===== src/rtl/corePckg.sv =====
// Shared core types: datapath width and the fetch-control bundle driven back to fetch.
package corePckg;
  localparam int unsigned cXLEN = 32;

  typedef struct packed {
    logic             noOp;
    logic             newPcValid;
    logic [cXLEN-1:0] newPc;
  } tFetchCtrl;
endpackage


===== src/rtl/fetch_ctrl.sv =====
// Fetch-to-decode control: pairs RAM data with its PC, steers fetch on boot/redirect/JAL,
// and buffers decode backpressure with an output register plus a 1-entry skid buffer.
module fetch_ctrl
  import corePckg::*;
#(
  parameter logic [cXLEN-1:0] cResetPc = 32'h0000_0000
) (
  input  logic             iClk,
  input  logic             iRst,
  input  logic [cXLEN-1:0] iCurPc,
  input  logic [cXLEN-1:0] iInstr,
  input  logic             iStall,
  input  logic             iExRedirect,
  input  logic [cXLEN-1:0] iExTarget,
  output tFetchCtrl        oFetchCtrl,
  output logic             oValid,
  output logic [cXLEN-1:0] oInstr,
  output logic [cXLEN-1:0] oPc
);

  localparam logic [6:0] cOpJal = 7'b1101111;

  typedef enum logic [1:0] {BOOT, RUN, HOLD} state_t;

  state_t           state_q, state_d;
  logic [cXLEN-1:0] pcd_q, pcd_d;
  logic             adv_q, adv_d;
  logic             out_vld_q, out_vld_d;
  logic [cXLEN-1:0] out_instr_q, out_instr_d;
  logic [cXLEN-1:0] out_pc_q, out_pc_d;
  logic             skid_vld_q, skid_vld_d;
  logic [cXLEN-1:0] skid_instr_q, skid_instr_d;
  logic [cXLEN-1:0] skid_pc_q, skid_pc_d;

  logic             accept;
  logic             is_jal;
  logic [20:0]      jal_imm;
  logic [cXLEN-1:0] jal_tgt;
  tFetchCtrl        fc;

  // Data is only trusted if fetch actually stepped sequentially on the previous cycle.
  assign accept  = adv_q & ~iExRedirect;
  assign is_jal  = accept && (iInstr[6:0] == cOpJal);
  assign jal_imm = {iInstr[31], iInstr[19:12], iInstr[20], iInstr[30:21], 1'b0};
  assign jal_tgt = pcd_q + {{(cXLEN-21){jal_imm[20]}}, jal_imm};

  always_comb begin
    fc = '0;
    if (iRst || state_q == BOOT) begin
      fc.newPcValid = 1'b1;
      fc.newPc      = cResetPc;
    end else if (iExRedirect) begin
      fc.newPcValid = 1'b1;
      fc.newPc      = iExTarget;
    end else if (is_jal) begin
      fc.newPcValid = 1'b1;
      fc.newPc      = jal_tgt;
    end
    fc.noOp = iStall & ~fc.newPcValid;
  end

  assign oFetchCtrl = fc;

  always_comb begin
    pcd_d = iCurPc;
    adv_d = (state_q != BOOT) && !fc.noOp && !fc.newPcValid;
  end

  always_comb begin
    state_d = state_q;
    case (state_q)
      BOOT:    state_d = RUN;
      RUN:     if (iStall && accept && out_vld_q) state_d = HOLD;
      HOLD:    if (!iStall || iExRedirect) state_d = RUN;
      default: state_d = BOOT;
    endcase
  end

  always_comb begin
    out_vld_d    = out_vld_q;
    out_instr_d  = out_instr_q;
    out_pc_d     = out_pc_q;
    skid_vld_d   = skid_vld_q;
    skid_instr_d = skid_instr_q;
    skid_pc_d    = skid_pc_q;
    if (iExRedirect) begin
      out_vld_d  = 1'b0;
      skid_vld_d = 1'b0;
    end else if (!iStall) begin
      if (skid_vld_q) begin
        out_vld_d   = 1'b1;
        out_instr_d = skid_instr_q;
        out_pc_d    = skid_pc_q;
        skid_vld_d  = 1'b0;
      end else begin
        out_vld_d = accept;
        if (accept) begin
          out_instr_d = iInstr;
          out_pc_d    = pcd_q;
        end
      end
    end else if (accept) begin
      // Decode is holding: park behind a valid output, otherwise fill the empty slot.
      if (out_vld_q) begin
        skid_vld_d   = 1'b1;
        skid_instr_d = iInstr;
        skid_pc_d    = pcd_q;
      end else begin
        out_vld_d   = 1'b1;
        out_instr_d = iInstr;
        out_pc_d    = pcd_q;
      end
    end
  end

  always_ff @(posedge iClk) begin
    if (iRst) begin
      state_q      <= BOOT;
      pcd_q        <= '0;
      adv_q        <= 1'b0;
      out_vld_q    <= 1'b0;
      out_instr_q  <= '0;
      out_pc_q     <= '0;
      skid_vld_q   <= 1'b0;
      skid_instr_q <= '0;
      skid_pc_q    <= '0;
    end else begin
      state_q      <= state_d;
      pcd_q        <= pcd_d;
      adv_q        <= adv_d;
      out_vld_q    <= out_vld_d;
      out_instr_q  <= out_instr_d;
      out_pc_q     <= out_pc_d;
      skid_vld_q   <= skid_vld_d;
      skid_instr_q <= skid_instr_d;
      skid_pc_q    <= skid_pc_d;
    end
  end

  assign oValid = out_vld_q;
  assign oInstr = out_instr_q;
  assign oPc    = out_pc_q;

endmodule


===== config.mk =====
export PLATFORM = sky130hd
export DESIGN_NAME = fetch_ctrl
export DESIGN_NICKNAME = d
export VERILOG_FILES = /design/src/rtl/corePckg.sv /design/src/rtl/fetch_ctrl.sv
export SDC_FILE = /design/constraint.sdc
export NUM_CORES = 1
export LEC_CHECK = 0
export ABC_AREA = 1
export ABC_CLOCK_PERIOD_IN_PS = 1760
export BUFFER_PORTS_ARGS = -buffer_cell sky130_fd_sc_hd__clkbuf_2
export CORE_MARGIN = 4
export CORE_UTILIZATION = 23
export CTS_BUF_LIST = sky130_fd_sc_hd__clkbuf_8
export DETAILED_ROUTE_END_ITERATION = 8
export GPL_TIMING_DRIVEN = 0
export PLACE_DENSITY = 0.41
export SLEW_MARGIN = 20
export SYNTH_ARGS = -nofsm -noshare
export SYNTH_HDL_FRONTEND = slang
export SYNTH_SLANG_ARGS = --single-unit

===== constraint.sdc =====
create_clock -name iClk -period 1.76 [get_ports iClk]
set_input_delay 0.088 -clock iClk [delete_from_list [all_inputs] [get_ports iClk]]
set_output_delay 0.088 -clock iClk [all_outputs]
set_load 0.03 [all_outputs]

==> metrics.md <==
| Metric | Value |
|---|---|
| Status | finished with violations |
| Violated checks | setup timing |
| Final max-slew violation count | 0 |
| Worst hold slack | 0.123 ns |
| Most frequent cells in the layout | 241 x nand2_1, 178 x nor2_1, 163 x clkbuf_2, 134 x dfxtp_1, 125 x inv_1 |
| Worst path slowest cell | dfxtp_2 |
| Synthesis-to-finish area growth | 58.1% |
| Net Count, Synth | 1484 |
| Clk root buf | clkbuf_8 |
| Clk_lat worst skew | 0.49 ns |
| Initial Util | 23.4% |
| Mapped Area | 8840 um2 |
| All-Layer GR Usage | 17.8% |
| Drt drc | 0 |
| Final ANT Viol Nets | 0 |
| Die Y | approximately 200 um |
| Sequential-to-total area share from yosys stat | between 30% and 40% |
| Crit-path max cell delay | between 0.3 and 0.4 ns |
| Final setup viols | 32 |
| Yosys warning count | 0 |
| Switching share of power | 30.7% |
| Minimum clock period | roughly 2.5 ns |
| DR pass1 iterations | 5 |
| Vias in the first global route | 10000 |
| Num ports | 199 |
| CTS buffer count | 17 |
| PnR worst setup slack | -0.761 ns |
| Leakage power | ~6.4 nW |
| Routed vias | 9962 |
| # Max-Cap Violations | 0 |
| Nets | approximately 1800 |
| CTS clock-pin slew for the worst setup and hold paths | 0.09 ns |
| Worst VDD drop | ~0.00044 V |
| Crit path max-delay family | simple AND/OR/NAND/NOR gates |
| Reg2reg end | oPc[28]$_SDFFE_PP0P_ |
| Seq pwr share | ~43% |
| WL per Instance | between 15 and 20 um |
| Leading cell type in the layout, fill and taps excluded | nand2_1 |
| Worst path cell trace | ha_4 > inv_2 > fa_2 > inv_4 > buf_4 > nand2_2 > nand3_2 > nand2_2 > nand2_4 > nand2_2 > nand3_2 > nand3_4 > a21oi_4 > buf_8 |
| Number of synthesized flops with an enable pin | 0 |
| WP buf/inv | 4 |
| Top FF cell, synth | dfxtp_1 |
| Critical Path Source Type | flop |
| I/O Buffers | 196 |
| Sw power | 0.00274 W |
| Cell mode on critical path | nand2_2 |
| DP Wirelength | 28400 um |
| Clock share of power | 33.6% |
| R2R Path Start | adv_q$_SDFF_PP0_ |
| CP max FO | 4 |
| Maximum clock rate | around 0.40 GHz |
| Crit path capture type | output port |
| H-tree levels | 4 |
| Post-synthesis area per instance | 6.53 um2 |
| Least-Margin Pin Slew | about 0.72 ns |
| Maximum buffer depth of the clock tree | 2 |
| FF-to-FF setup slack | 0.22 ns |
| Internal power | 0.00620 W |
| Hold_sp | iExRedirect |
| Clock sink total | 165 |
| Post-Syn Instances | approximately 1400 |
| Req. time, crit path | 1.67 ns |
| Layout cells sized above 1 | 36.0% |
| Share of total power in combinational logic | 23.3% |
| Library cells used by synthesis | 38 |
| CORE AREA | 37800 um2 |
| Slew HR | 52.2% |
| First-pass GRT wire length | ~58000 um |
| DR vias/cell | 4.50 |
| Worst Setup EP | oFetchCtrl[23] |
| Antenna cell count | 0 |
| Hold crit path type | in -> reg |
| Antenna violations before repair | 0 |
| Largest net degree at the start of global routing | 17 |
| Pwr dens | 640 nW/um2 |
| Worst Reg-to-Reg Cells | 8 |
| Unrepaired setup endpoints after global routing | true |
| Data arrival time at the worst-slack endpoint | between 2 and 2.5 ns |
| Cell row count | 71 |
| Final Cycle Share | 143% |
| DR iter-0 viols | about 560 |
| Worst setup startpoint | pcd_q[1]$_SDFF_PP0_ |
| Async SR Flop Fraction | 0% |
| Die Span X | 204 um |
| Routability congestion estimate | about 0.82 |
| TritonCTS clock tree | built |
| Worst path depth | 14 |
| Clk_skew | 0.0131 ns |
| WL final | 37300 um |
| Setup CP Type | reg -> out |
| Die area | 41600 um2 |
| Seq cells post-synth | about 170 |
| Grt total ovfl | 0 |
| Final hold violations | 0 |
| Setup TNS | -18.56 ns |
## routing by layer
| layer | vias to the layer above | wire length [um] | track usage (%) |
|---|---|---|---|
| met4 | 0 | 445 | 3.76 |
| met5 | - | 0 | 0 |
| li1 | 5079 | - | - |
| met2 | 195 | 17800 | 29.9 |
| met1 | 4658 | 17700 | 24.0 |
| met3 | 30 | 1430 | 3.25 |
## metrics by stage
stage	instance area (um2)	setup slack (ns)	util [%]	total power, W	instances
2_1_floorplan	9080	-0.0824	-	0.00477	1353
3_3_place_gp	10700	-0.596	28.4	0.00528	2060
3_5_place_dp	10700	-0.590	28.4	0.00528	2060
4_1_cts	13400	-0.826	35.6	0.00888	2199
5_1_grt	14000	-0.898	37.0	0.00942	2215
6_report	14000	-0.761	37.0	0.00894	2215
## sequential cells by signal, summed over array words and instances (netlist names)
| signal | flops |
|---|---|
| skid_instr_q | 32 |
| adv_q | 1 |
| skid_pc_q | 32 |
| state_q | 2 |
| oPc | 32 |
| oValid | 1 |
| skid_vld_q | 1 |
| pcd_q | 32 |
| oInstr | 32 |
## worst register-to-register path, cell delays in order (launching register included)
cell     delay, ns
dfxtp_2       0.35
nand2_4       0.05
buf_4         0.14
nand2_2       0.06
nand2_1       0.06
nor2_2        0.11
buf_2         0.25
buf_2         0.29
a31oi_1       0.12
## cell families after synthesis
family / synth area share, %
simple gates: 31.2
compound gates: 16.4
buf+inv: 10.4
flops: 37.4
fa+ha+maj: 4.47
xor+xnor: 0.0991
## worst min-delay path by stage
| stage | slack (ns) | end | cells past startpoint |
|---|---|---|---|
| 6_report | 0.12 | oValid$_SDFFE_PP0N_ | 4 |
| 5_1_grt | 0.13 | oValid$_SDFFE_PP0N_ | 4 |
| 4_1_cts | 0.09 | oValid$_SDFFE_PP0N_ | 4 |
| 3_5_place_dp | 0.29 | pcd_q[2]$_SDFF_PP0_ | 3 |
| 3_3_place_gp | 0.29 | pcd_q[15]$_SDFF_PP0_ | 3 |
| 2_1_floorplan | 0.16 | adv_q$_SDFF_PP0_ | 1 |
## cells in the mapped netlist, types with 2 or more instances
master | count | share of area (%)
nand3_1 | 114 | 6.5
nand3_2 | 3 | 0.34
buf_4 | 3 | 0.25
o21bai_1 | 2 | 0.17
nand4_1 | 5 | 0.35
nor2_1 | 199 | 8.4
inv_2 | 4 | 0.17
a21o_1 | 2 | 0.17
a21oi_1 | 61 | 3.5
nor2_2 | 3 | 0.21
nand2_2 | 5 | 0.35
a31oi_1 | 64 | 4.5
clkbuf_1 | 47 | 2.0
nor3_1 | 3 | 0.17
dfxtp_1 | 165 | 37
buf_2 | 16 | 0.91
o21ai_1 | 59 | 3.3
ha_1 | 30 | 4.2
buf_6 | 7 | 0.89
or2_2 | 7 | 0.50
buf_1 | 2 | 0.085
o21ai_0 | 77 | 4.4
nand2_1 | 317 | 13
inv_1 | 142 | 6.0
nand3b_1 | 3 | 0.25
## cell type report
type	instances	area (um2)
plain buffers	74	389
clock buffers	17	234
clock inverters	14	186
fillers	4099	23800
inverters	147	574
multi-input cells	966	6110
flip-flops and latches	165	3370
well taps	511	639
repair buffers	321	2470
## power groups by stage
stage	logic, W	clock network [W]	registers [W]
after global placement	0.00133	0	0.00395
after floorplan	0.000806	0	0.00396
after CTS	0.00189	0.00312	0.00387
final	0.00208	0.00300	0.00386
after detailed placement	0.00134	0	0.00394
after global routing	0.00227	0.00328	0.00387
## timing repair
action                                 in CTS  in global routing
cloned                                      0                  0
setup buffers                              41                 17
gates resized for setup                   328                124
endpoints found under the hold margin      97                  0
pin swaps                                  71                 79
setup endpoints to repair                  34                 35
hold buffers                               67                  0
Power figures use the tool's default switching activity.
